[config.mk]
export PLATFORM = sky130hd
export DESIGN_NAME = branch_resolver_flat
export DESIGN_NICKNAME = d
export VERILOG_FILES = /design/src/rtl/branch_pkg.sv /design/src/rtl/branch_resolver_if.sv /design/src/rtl/pred_fifo.sv /design/src/rtl/branch_resolver.sv /design/src/flat_wrapper.sv
export SDC_FILE = /design/constraint.sdc
export NUM_CORES = 1
export LEC_CHECK = 0
export CORE_UTILIZATION = 49
export CTS_BUF_LIST = sky130_fd_sc_hd__clkbuf_4 sky130_fd_sc_hd__clkbuf_8
export DETAILED_ROUTE_END_ITERATION = 8
export PLACE_DENSITY = 0.88
export RECOVER_POWER = 50
export SLEW_MARGIN = 20
export SYNTH_ARGS = -nofsm -noshare
export SYNTH_HDL_FRONTEND = slang
export SYNTH_SLANG_ARGS = --single-unit
[constraint.sdc]
create_clock -name clk -period 3.2 [get_ports clk]
set_clock_uncertainty 0.2 [all_clocks]
set_input_delay 0.64 -clock clk [delete_from_list [all_inputs] [get_ports clk]]
set_output_delay 0.64 -clock clk [all_outputs]
set_load 0.005 [all_outputs]
[src/rtl/branch_pkg.sv]
// Shared definitions for the branch resolver and the 2-bit predictor it talks to.
// The counter encoding lets a predictor derive its direction from the state MSB.
package branch_pkg;

  typedef enum logic [1:0] {
    STRONG_NOT_TAKEN = 2'd0,
    WEAK_NOT_TAKEN   = 2'd1,
    WEAK_TAKEN       = 2'd2,
    STRONG_TAKEN     = 2'd3
  } pred_state_e;

  localparam int DEFAULT_DEPTH = 4;
  localparam int DEFAULT_CNT_W = 16;

  function automatic logic pred_dir(input pred_state_e s);
    return s[1];
  endfunction

endpackage

[src/rtl/branch_resolver_if.sv]
// Fetch / execute / predictor signals seen by the branch resolver.
// The resolver uses the slave view; the surrounding pipeline uses master.
interface branch_resolver_if
  import branch_pkg::*;
#(
  parameter int CNT_W = DEFAULT_CNT_W
);
  logic             br_valid;
  logic             br_ready;
  logic             request;
  logic             prediction;
  logic             pred_valid;
  logic             pred_taken;
  logic             resolve_valid;
  logic             resolve_taken;
  logic             result;
  logic             taken;
  logic             mispredict;
  logic             redirect_taken;
  logic [CNT_W-1:0] resolved_cnt;
  logic [CNT_W-1:0] mispred_cnt;

  modport master (
    output br_valid, prediction, resolve_valid, resolve_taken,
    input  br_ready, request, pred_valid, pred_taken, result, taken,
           mispredict, redirect_taken, resolved_cnt, mispred_cnt
  );

  modport slave (
    input  br_valid, prediction, resolve_valid, resolve_taken,
    output br_ready, request, pred_valid, pred_taken, result, taken,
           mispredict, redirect_taken, resolved_cnt, mispred_cnt
  );
endinterface

[src/rtl/pred_fifo.sv]
// 1-bit circular FIFO holding captured predictions in program order.
// Flush has priority over push/pop and empties the queue in one edge.
module pred_fifo
  import branch_pkg::*;
#(
  parameter int DEPTH = DEFAULT_DEPTH
) (
  input  logic                     clk,
  input  logic                     rst_n,
  input  logic                     push,
  input  logic                     din,
  input  logic                     pop,
  input  logic                     flush,
  output logic                     head,
  output logic [$clog2(DEPTH):0]   count
);
  localparam int AW = $clog2(DEPTH);

  logic           mem [DEPTH];
  logic [AW-1:0]  rd_q, rd_d;
  logic [AW-1:0]  wr_q, wr_d;
  logic [AW:0]    count_q, count_d;
  logic           do_push;
  logic           do_pop;

  assign do_push = push & ~flush;
  assign do_pop  = pop & ~flush;

  always_comb begin
    rd_d    = rd_q;
    wr_d    = wr_q;
    count_d = count_q;
    if (flush) begin
      rd_d    = '0;
      wr_d    = '0;
      count_d = '0;
    end else begin
      if (do_push) wr_d = wr_q + 1'b1;
      if (do_pop)  rd_d = rd_q + 1'b1;
      count_d = count_q + {{AW{1'b0}}, do_push} - {{AW{1'b0}}, do_pop};
    end
  end

  always_ff @(posedge clk or negedge rst_n) begin
    if (!rst_n) begin
      rd_q    <= '0;
      wr_q    <= '0;
      count_q <= '0;
    end else begin
      rd_q    <= rd_d;
      wr_q    <= wr_d;
      count_q <= count_d;
    end
  end

  // Storage needs no reset: entries are only read once count covers them.
  always_ff @(posedge clk) begin
    if (do_push) mem[wr_q] <= din;
  end

  assign head  = mem[rd_q];
  assign count = count_q;

endmodule

[src/rtl/branch_resolver.sv]
// Issues predictor requests for fetched branches, queues the predictions and
// checks them against execute's outcomes, training the predictor and flushing on mispredicts.
module branch_resolver
  import branch_pkg::*;
#(
  parameter int DEPTH = DEFAULT_DEPTH,
  parameter int CNT_W = DEFAULT_CNT_W
) (
  input  logic              clk,
  input  logic              rst_n,
  branch_resolver_if.slave  bus
);
  localparam int AW = $clog2(DEPTH);
  localparam logic [CNT_W-1:0] CNT_MAX = {CNT_W{1'b1}};
  localparam logic [AW:0]      DEPTH_V = (AW+1)'(DEPTH);

  logic [AW:0]      fifo_count;
  logic             fifo_head;
  logic [AW:0]      outstanding;
  logic             br_ready;
  logic             accept;
  logic             res_legal;
  logic             bypass;
  logic             cmp_pred;
  logic             mis;
  logic             push;
  logic             pop;

  logic             pend_q, pend_d;
  logic             mispredict_q, mispredict_d;
  logic             redirect_q, redirect_d;
  logic [CNT_W-1:0] resolved_q, resolved_d;
  logic [CNT_W-1:0] mispred_q, mispred_d;

  assign outstanding = fifo_count + {{AW{1'b0}}, pend_q};
  assign br_ready    = (outstanding < DEPTH_V);
  assign accept      = bus.br_valid & br_ready;
  assign res_legal   = bus.resolve_valid & (outstanding != '0);

  // With nothing queued the oldest branch is the one being captured right now.
  assign bypass   = res_legal & (fifo_count == '0);
  assign cmp_pred = (fifo_count != '0) ? fifo_head : bus.prediction;
  assign mis      = res_legal & (cmp_pred != bus.resolve_taken);
  assign push     = pend_q & ~bypass;
  assign pop      = res_legal & ~bypass;

  always_comb begin
    pend_d       = accept & ~mis;
    mispredict_d = mis;
    redirect_d   = mis ? bus.resolve_taken : redirect_q;
    resolved_d   = resolved_q;
    mispred_d    = mispred_q;
    if (res_legal && resolved_q != CNT_MAX) resolved_d = resolved_q + 1'b1;
    if (mis && mispred_q != CNT_MAX)        mispred_d  = mispred_q + 1'b1;
  end

  always_ff @(posedge clk or negedge rst_n) begin
    if (!rst_n) begin
      pend_q       <= 1'b0;
      mispredict_q <= 1'b0;
      redirect_q   <= 1'b0;
      resolved_q   <= '0;
      mispred_q    <= '0;
    end else begin
      pend_q       <= pend_d;
      mispredict_q <= mispredict_d;
      redirect_q   <= redirect_d;
      resolved_q   <= resolved_d;
      mispred_q    <= mispred_d;
    end
  end

  pred_fifo #(
    .DEPTH (DEPTH)
  ) u_fifo (
    .clk   (clk),
    .rst_n (rst_n),
    .push  (push),
    .din   (bus.prediction),
    .pop   (pop),
    .flush (mis),
    .head  (fifo_head),
    .count (fifo_count)
  );

  assign bus.br_ready       = br_ready;
  assign bus.request        = accept;
  assign bus.pred_valid     = pend_q;
  assign bus.pred_taken     = pend_q & bus.prediction;
  assign bus.result         = res_legal;
  assign bus.taken          = bus.resolve_taken;
  assign bus.mispredict     = mispredict_q;
  assign bus.redirect_taken = redirect_q;
  assign bus.resolved_cnt   = resolved_q;
  assign bus.mispred_cnt    = mispred_q;

endmodule

[src/flat_wrapper.sv]
// flat-port wrapper written by rule: the top's interface ports become plain ports
module branch_resolver_flat import branch_pkg::*;
#(
  parameter int DEPTH = DEFAULT_DEPTH,
  parameter int CNT_W = DEFAULT_CNT_W
)
  (clk, rst_n, bus_br_valid, bus_prediction, bus_resolve_valid, bus_resolve_taken, bus_br_ready, bus_request, bus_pred_valid, bus_pred_taken, bus_result, bus_taken, bus_mispredict, bus_redirect_taken, bus_resolved_cnt, bus_mispred_cnt);
  branch_resolver_if #(.CNT_W(CNT_W)) bus_i ();
  input  logic clk;
  input  logic rst_n;
  input wire logic [$bits(bus_i.br_valid)-1:0] bus_br_valid;
  input wire logic [$bits(bus_i.prediction)-1:0] bus_prediction;
  input wire logic [$bits(bus_i.resolve_valid)-1:0] bus_resolve_valid;
  input wire logic [$bits(bus_i.resolve_taken)-1:0] bus_resolve_taken;
  output wire logic [$bits(bus_i.br_ready)-1:0] bus_br_ready;
  output wire logic [$bits(bus_i.request)-1:0] bus_request;
  output wire logic [$bits(bus_i.pred_valid)-1:0] bus_pred_valid;
  output wire logic [$bits(bus_i.pred_taken)-1:0] bus_pred_taken;
  output wire logic [$bits(bus_i.result)-1:0] bus_result;
  output wire logic [$bits(bus_i.taken)-1:0] bus_taken;
  output wire logic [$bits(bus_i.mispredict)-1:0] bus_mispredict;
  output wire logic [$bits(bus_i.redirect_taken)-1:0] bus_redirect_taken;
  output wire logic [$bits(bus_i.resolved_cnt)-1:0] bus_resolved_cnt;
  output wire logic [$bits(bus_i.mispred_cnt)-1:0] bus_mispred_cnt;
  assign bus_i.br_valid = bus_br_valid;
  assign bus_i.prediction = bus_prediction;
  assign bus_i.resolve_valid = bus_resolve_valid;
  assign bus_i.resolve_taken = bus_resolve_taken;
  assign bus_br_ready = bus_i.br_ready;
  assign bus_request = bus_i.request;
  assign bus_pred_valid = bus_i.pred_valid;
  assign bus_pred_taken = bus_i.pred_taken;
  assign bus_result = bus_i.result;
  assign bus_taken = bus_i.taken;
  assign bus_mispredict = bus_i.mispredict;
  assign bus_redirect_taken = bus_i.redirect_taken;
  assign bus_resolved_cnt = bus_i.resolved_cnt;
  assign bus_mispred_cnt = bus_i.mispred_cnt;
  branch_resolver #(.DEPTH(DEPTH), .CNT_W(CNT_W)) u_core (.clk(clk), .rst_n(rst_n), .bus(bus_i));
endmodule
==> results of run 1 <==
==> cell type report <==
class	count	share of cell area [%]
well taps	67	2.66
clock inverters	2	0.436
inverters	7	0.832
flip-flops and latches	46	37.1
multi-input cells	159	39.8
clock buffers	6	2.42
repair buffers	57	16.8
==> cell families after synthesis <==
group / count (synthesis) / synth area share (%)
mux: 6 / 3.52
flops: 46 / 48.4
compound gates: 14 / 3.93
xor+xnor: 33 / 11.9
simple gates: 95 / 23.8
fa+ha+maj: 11 / 6.00
buf+inv: 11 / 2.38
==> placed cells by master (no fill, tap or decap), drive strengths merged, types with 2 or more instances in the layout <==
cell | Yosys | layout
inv | 7 | 7
o21ai | 2 | 2
mux2 | 4 | 4
or3 | 2 | 2
a31oi | 2 | 2
and2 | 9 | 9
nand3 | 20 | 20
edfxtp | 4 | 4
nand2 | 10 | 10
clkinv | 0 | 2
ha | 10 | 10
or2 | 2 | 2
nor2b | 4 | 4
and3 | 8 | 8
buf | 4 | 11
clkbuf | 0 | 8
nand4 | 11 | 11
clkdlybuf4s50 | 0 | 43
nor4 | 2 | 2
o2111ai | 2 | 2
nand3b | 3 | 3
a21oi | 4 | 4
dfrtp | 42 | 42
xor2 | 10 | 10
nor3 | 3 | 3
nor2 | 19 | 19
xnor2 | 23 | 23
==> power by group through the flow <==
stage | sequential, mW | combinational [mW] | clock (mW)
finish | 0.903 | 1.11 | 0.362
global placement | 0.900 | 1.00 | 0
floorplan | 0.880 | 0.638 | 0
global route | 0.938 | 1.23 | 0.392
detailed placement | 0.905 | 1.05 | 0
CTS | 0.894 | 1.06 | 0.372
==> critical path, delay by kind of cell, from the launching register on <==
family / cells / cell delay, ns
buf+inv: 3 / 0.70
compound gates: 1 / 0.18
fa+ha+maj: 2 / 0.41
flops: 1 / 0.42
simple gates: 1 / 0.27
==> metal layers <==
metal	up-vias	routed length (µm)	share of wire, %
met5	-	0	0
met1	909	2090	42
met2	56	2490	50
met4	0	118	2.4
met3	11	234	4.7
li1	872	-	-
==> worst max path at each step <==
stage | endpoint | slack, ns | cells after the start | start
after floorplan | u_core.u_fifo.count[2]$_DFF_PN0_ | 0.003 | 16 | u_core.bus.pred_valid$_DFF_PN0_
after global placement | u_core.u_fifo.count[2]$_DFF_PN0_ | -0.06 | 13 | bus_resolve_valid
after detailed placement | u_core.u_fifo.count[2]$_DFF_PN0_ | -0.15 | 13 | bus_resolve_valid
after CTS | bus_result | 0.009 | 7 | u_core.u_fifo.count[0]$_DFF_PN0_
after global routing | u_core.u_fifo.count[2]$_DFF_PN0_ | -0.10 | 15 | u_core.u_fifo.count[0]$_DFF_PN0_
final | bus_result | 0.07 | 7 | u_core.u_fifo.count[0]$_DFF_PN0_
==> sequential cells by signal (all words and copies together), names as in the netlist <==
signal / flops
u_core.bus.mispred_cnt: 16
u_core.bus.resolved_cnt: 16
u_core.u_fifo.mem: 4
u_core.u_fifo.count: 3
u_core.u_fifo.rd_q: 2
u_core.u_fifo.wr_q: 2
u_core.bus.mispredict: 1
u_core.bus.pred_valid: 1
u_core.bus.redirect_taken: 1
==> what timing repair did <==
item | in CTS | in global routing
pin swaps | 0 | 3
endpoints found under the setup margin | 2 | 2
setup buffers | 0 | 2
gates resized for setup | 1 | 4
==> run_results.csv, run 1 <==
group,metric,value,unit
clock_tree,cts-root-buf,"clkbuf_8",
yosys,synth_common_cells,"dfrtp_1, xnor2_1, nor2_1",
setup_path,worstSetupPathType,"flip-flop to output pin",
yosys,yosys_warnings,0,
setup_path,arrival,2.29,ns
sta,setup_viol_count_final,0,
sta,clock.fmax,0.320,GHz
yosys,synthCells,216,
global_route,met2_usage,34.2,%
setup_path,max_stage_delay,0.44,ns
setup_path,reg2reg_depth,15,
final_layout,diodes,0,
final_layout,nFillCells,363,
routing,vias,1848,
flow_run,maxCapViolations,1,
die,row_count,25,
global_route,grt_use_total,20.6,%
sta,hold_viol_final,0,
placed_design,dpl_worst_slack,-0.151,ns
die,die_y,72.3,µm
yosys,synthFlopType,"dfrtp_1",
pwr,peakVddDrop,0.444,mV
routing,avgViaCountPerCell,5.37,
pwr,power_frac_comb,46.8,%
routing,drc_errors,0,
worst_hold_path,min_path_type,"flip-flop to flip-flop",
pwr,pwr-share-seq,38.0,%
die,die_x,72.3,µm
placed_design,dp.cells,334,
die,initial_core_util,51.2,%
worst_hold_path,hold_path_startpoint,"u_core.bus.redirect_taken$_DFFE_PN0N_",
yosys,synth_most_common_cell,"dfrtp_1",
yosys,ys_seq_area_share,48.4,%
clock_tree,clkLatencyLatePin,0.31,ns
routing,first_pass_iters,5,
placed_design,place_congestion,0.847,
pwr,clock_power_share,15.2,%
final_layout,stdcell_area,0.00316,mm²
sta,worst_pin_slew,2.21,ns
final_layout,nets,293,
clock_tree,cts_tree,"yes",
sta,fin_ws,0.0704,ns
sta,setup_tns,0,ns
clock_tree,clkSinkCount,46,
sta,whs,0.315,ns
worst_hold_path,worstHoldEndpoint,"u_core.bus.redirect_taken$_DFFE_PN0N_",
yosys,ys_seq_elements,46,
sta,rsz0062_at_grt,"true",
global_route,use_met3,4.31,%
sta,report.final.slew_viol_count,43,
final_layout,multiInputGateArea,0.00125,mm²
pwr,netSwitchingFraction,36.9,%
final_layout,regArea,0.00117,mm²
global_route,grt_max_degree,43,
yosys,synthArstFlopShare,91.3,%
yosys,synth_enable_flop_cells,4,
yosys,syn_nets,233,
setup_path,critPathSlowestCell,"clkdlybuf4s50_1",
setup_path,end_kind,"output pin",
yosys,syn_area,0.00242,mm²
pwr,p_leak,1.30,nW
setup_path,crit_chain,"ha_2 -> ha_4 -> or2_4 -> o21ai_4 -> inv_1 -> buf_4 -> clkdlybuf4s50_1",
yosys,synth_cell_types,45,
worst_hold_path,min_delay_path_depth,1,
routing,routed_wl,4940,µm
clock_tree,htreeDepth,2,
placed_design,place_area,0.00302,mm²
global_route,antenna_found_initial,0,
clock_tree,clk_path_buf_depth,2,
final_layout,post-route-util,66.8,%
global_route,grtUsageMet1,26.2,%
die,core,0.00472,mm²
placed_design,io_buffers,45,
die,num_io_pins,46,
setup_path,timing.rr.end,"u_core.u_fifo.count[2]$_DFF_PN0_",
placed_design,dp_hpwl,3560,µm
routing,ant_nets,0,
sta,period_share,97.8,%
pwr,p_total,2.38,mW
clock_tree,hold_buffers,0,
yosys,syn_avg_cell_area,11.2,µm²
pwr,p_int,1.50,mW
routing,drt_iter0_drc,125,
setup_path,worstReg2RegStart,"u_core.u_fifo.count[0]$_DFF_PN0_",
yosys,netlist_top_cells_area,"dfrtp_1, xnor2_1, ha_1, edfxtp_1, nand3_2",
setup_path,cp-start-kind,"flip-flop",
global_route,busiest_layer,"met2",
pwr,power_density,753,mW/mm²
yosys,synth.largest_area_cell,"dfrtp_1",
global_route,overflow,0,
global_route,grt_pass1_vias,1822,
run_status,status,"complete, but fails checks",
final_layout,drive_gt1_share,17.3,%
yosys,synth_top_area_share,43.4,%
final_layout,syn_to_final_growth,30.5,%
setup_path,cp_max_fo,5,
routing,wire_per_inst,14.4,µm
clock_tree,clk_pin_slew,0.09,ns
sta,slew-limit-headroom,-47.2,%
final_layout,layout.cells.non_filler,344,
pwr,p_sw,0.877,mW
die,die_area,0.00522,mm²
global_route,grt_pass1_wl,8210,µm
setup_path,required,2.36,ns
run_status,violations,"capacitance limit, slew limit",
clock_tree,cts_inserted_buffers,5,
sta,post-route-min-period,3.13,ns
setup_path,reg2reg_setup_slack,0.08,ns
Power figures use the tool's default switching activity.
==> run 2, diff against run 1 <==
--- a/config.mk
+++ b/config.mk
@@ -5,10 +5,13 @@
 export SDC_FILE = /design/constraint.sdc
 export NUM_CORES = 1
 export LEC_CHECK = 0
-export CORE_UTILIZATION = 49
+export CELL_PAD_IN_SITES_DETAIL_PLACEMENT = 0
+export CELL_PAD_IN_SITES_GLOBAL_PLACEMENT = 2
+export CORE_UTILIZATION = 31
 export CTS_BUF_LIST = sky130_fd_sc_hd__clkbuf_4 sky130_fd_sc_hd__clkbuf_8
 export DETAILED_ROUTE_END_ITERATION = 8
-export PLACE_DENSITY = 0.88
+export HOLD_SLACK_MARGIN = 0.05
+export PLACE_DENSITY = 0.86
 export RECOVER_POWER = 50
 export SLEW_MARGIN = 20
 export SYNTH_ARGS = -nofsm -noshare
==> run_results.csv, run 2 (synthesis gave the netlist of run 1 again) <==
group,metric,value,unit
pwr,clock_power_share,15.2,%
sta,report.final.slew_viol_count,43,
setup_path,crit_chain,"ha_2 -> ha_2 -> or2_4 -> o21ai_4 -> a21oi_1 -> nor2b_1 -> inv_1 -> ha_1 -> inv_1 -> ha_1 -> inv_1 -> fa_2 -> xor2_2 -> xnor2_1 -> nor2_1",
setup_path,critPathBufInv,3,
clock_tree,clkSinkCount,46,
final_layout,layout.cells.non_filler,381,
placed_design,place_congestion,0.742,
clock_tree,cts-root-buf,"clkbuf_8",
routing,drc_errors,0,
clock_tree,hold_buffers,0,
placed_design,io_buffers,45,
final_layout,final_cell_mix,"clkdlybuf4s50_1, dfrtp_1, xnor2_1",
global_route,grt_pass1_vias,1828,
final_layout,diodes,0,
final_layout,nFillCells,738,
sta,clock.fmax,0.322,GHz
run_status,violations,"capacitance limit, slew limit",
clock_tree,clkLatencyLatePin,0.30,ns
worst_hold_path,hold_path_startpoint,"u_core.bus.resolved_cnt[15]$_DFFE_PN0P_",
worst_hold_path,min_path_type,"flip-flop to flip-flop",
setup_path,cp_max_fo,4,
global_route,grt_max_degree,43,
sta,worst_pin_slew,2.28,ns
clock_tree,cts_inserted_buffers,5,
routing,routed_wl,5090,µm
clock_tree,clk_pin_slew,0.08,ns
setup_path,cp-start-kind,"flip-flop",
die,die_area,0.00816,mm²
global_route,overflow,0,
routing,drt_iter0_drc,47,
setup_path,worstSetupPathType,"flip-flop to flip-flop",
sta,hold_viol_final,0,
global_route,antenna_found_initial,0,
die,row_count,31,
setup_path,worstReg2RegStart,"u_core.u_fifo.count[0]$_DFF_PN0_",
final_layout,final_common_cell,"clkdlybuf4s50_1",
final_layout,drive_gt1_share,18.8,%
pwr,p_sw,0.871,mW
routing,ant_nets,0,
routing,first_pass_iters,4,
pwr,pwr-share-seq,37.0,%
clock_tree,cts_tree,"yes",
die,core,0.00741,mm²
run_status,status,"complete, but fails checks",
pwr,peakVddDrop,0.353,mV
setup_path,cp-startpoint,"u_core.u_fifo.count[0]$_DFF_PN0_",
pwr,p_leak,1.33,nW
setup_path,max_stage_delay,0.39,ns
die,die_x,90.4,µm
pwr,power_frac_comb,47.9,%
routing,wire_per_inst,13.4,µm
pwr,netSwitchingFraction,36.3,%
clock_tree,htreeDepth,2,
global_route,grt_pass1_wl,8930,µm
setup_path,arrival,3.07,ns
sta,period_share,97.0,%
sta,setup_tns,0,ns
global_route,grt_use_total,13.6,%
sta,slew-limit-headroom,-52.3,%
die,initial_core_util,32.7,%
final_layout,nets,298,
setup_path,end_kind,"flip-flop",
placed_design,dp_hpwl,3640,µm
die,num_io_pins,46,
setup_path,path_delay_family,"adder cells",
pwr,p_int,1.53,mW
placed_design,dp.cells,370,
sta,post-route-min-period,3.11,ns
die,die_y,90.4,µm
flow_run,maxCapViolations,1,
clock_tree,clk_path_buf_depth,2,
final_layout,syn_to_final_growth,33.2,%
setup_path,crit_top_cell,"inv_1",
sta,setup_viol_count_final,0,
setup_path,required,3.16,ns
routing,avgViaCountPerCell,4.60,
routing,vias,1752,
setup_path,critPathSlowestCell,"dfrtp_1",
pwr,power_density,745,mW/mm²
run 2: layout make-up:
type                    count  area (µm²)  area share, %
clock inverters             1        6.26          0.194
inverters                   7        26.3          0.815
multi-input cells         159        1240           38.6
flip-flops and latches     46        1170           36.3
clock buffers               7        83.8           2.60
repair buffers             62         568           17.6
well taps                  99         124           3.84
run 2: power by group through the flow:
stage,sequential [mW],combinational (mW),clock [mW]
CTS,0.886,1.10,0.385
floorplan,0.880,0.638,0
global placement,0.891,1.08,0
global route,0.918,1.28,0.411
finish,0.888,1.15,0.364
detailed placement,0.895,1.09,0
run 2: path summary, 6_finish.rpt:
check	end	depth (start not counted)	slack [ns]
worst max-delay path	u_core.u_fifo.count[2]$_DFF_PN0_	15	0.09
max in group asynchronous	u_core.u_fifo.count[2]$_DFF_PN0_	1	0.67
worst min-delay path	u_core.bus.resolved_cnt[15]$_DFFE_PN0P_	1	0.31
worst max register to register	u_core.u_fifo.count[2]$_DFF_PN0_	15	0.09
min in group asynchronous	u_core.bus.resolved_cnt[13]$_DFFE_PN0P_	1	0.82
worst min register to register	u_core.bus.resolved_cnt[15]$_DFFE_PN0P_	1	0.31
run 2: per-layer routing:
layer / track usage (%) / wire [µm] / vias to the layer above
met1: 18.4 / 2470 / 826
met3: 2.78 / 145 / 5
met5: 0 / 0 / -
met4: 4.03 / 52 / 0
li1: - / - / 888
met2: 22.0 / 2420 / 33
run 2: worst register-to-register path, stage by stage (launching register included):
cell and delay [ns]:
dfrtp_1 0.39, ha_2 0.18, ha_2 0.25, or2_4 0.26, o21ai_4 0.19, a21oi_1 0.07, nor2b_1 0.18, inv_1 0.07
ha_1 0.26, inv_1 0.05, ha_1 0.13, inv_1 0.05, fa_2 0.35, xor2_2 0.16, xnor2_1 0.14, nor2_1 0.06
run 2: repair_timing:
action / 4_1_cts / 5_1_grt
setup buffers: 0 / 3
pin swaps: 0 / 4
cloned: 0 / 0
setup endpoints to repair: 1 / 2
resized for setup: 1 / 3
run 2: stage by stage:
step / util, % / area [µm²] / hold WS (ns) / setup WS [ns] / total power, mW
floorplan: - / 2450 / 0.144 / 0.00257 / 1.52
global placement: 41.7 / 3090 / 0.292 / -0.0730 / 1.97
detailed placement: 41.7 / 3090 / 0.301 / -0.115 / 1.99
CTS: 42.9 / 3180 / 0.323 / 0.0677 / 2.38
global route: 43.5 / 3220 / 0.339 / -0.0736 / 2.61
finish: 43.5 / 3220 / 0.311 / 0.0945 / 2.40
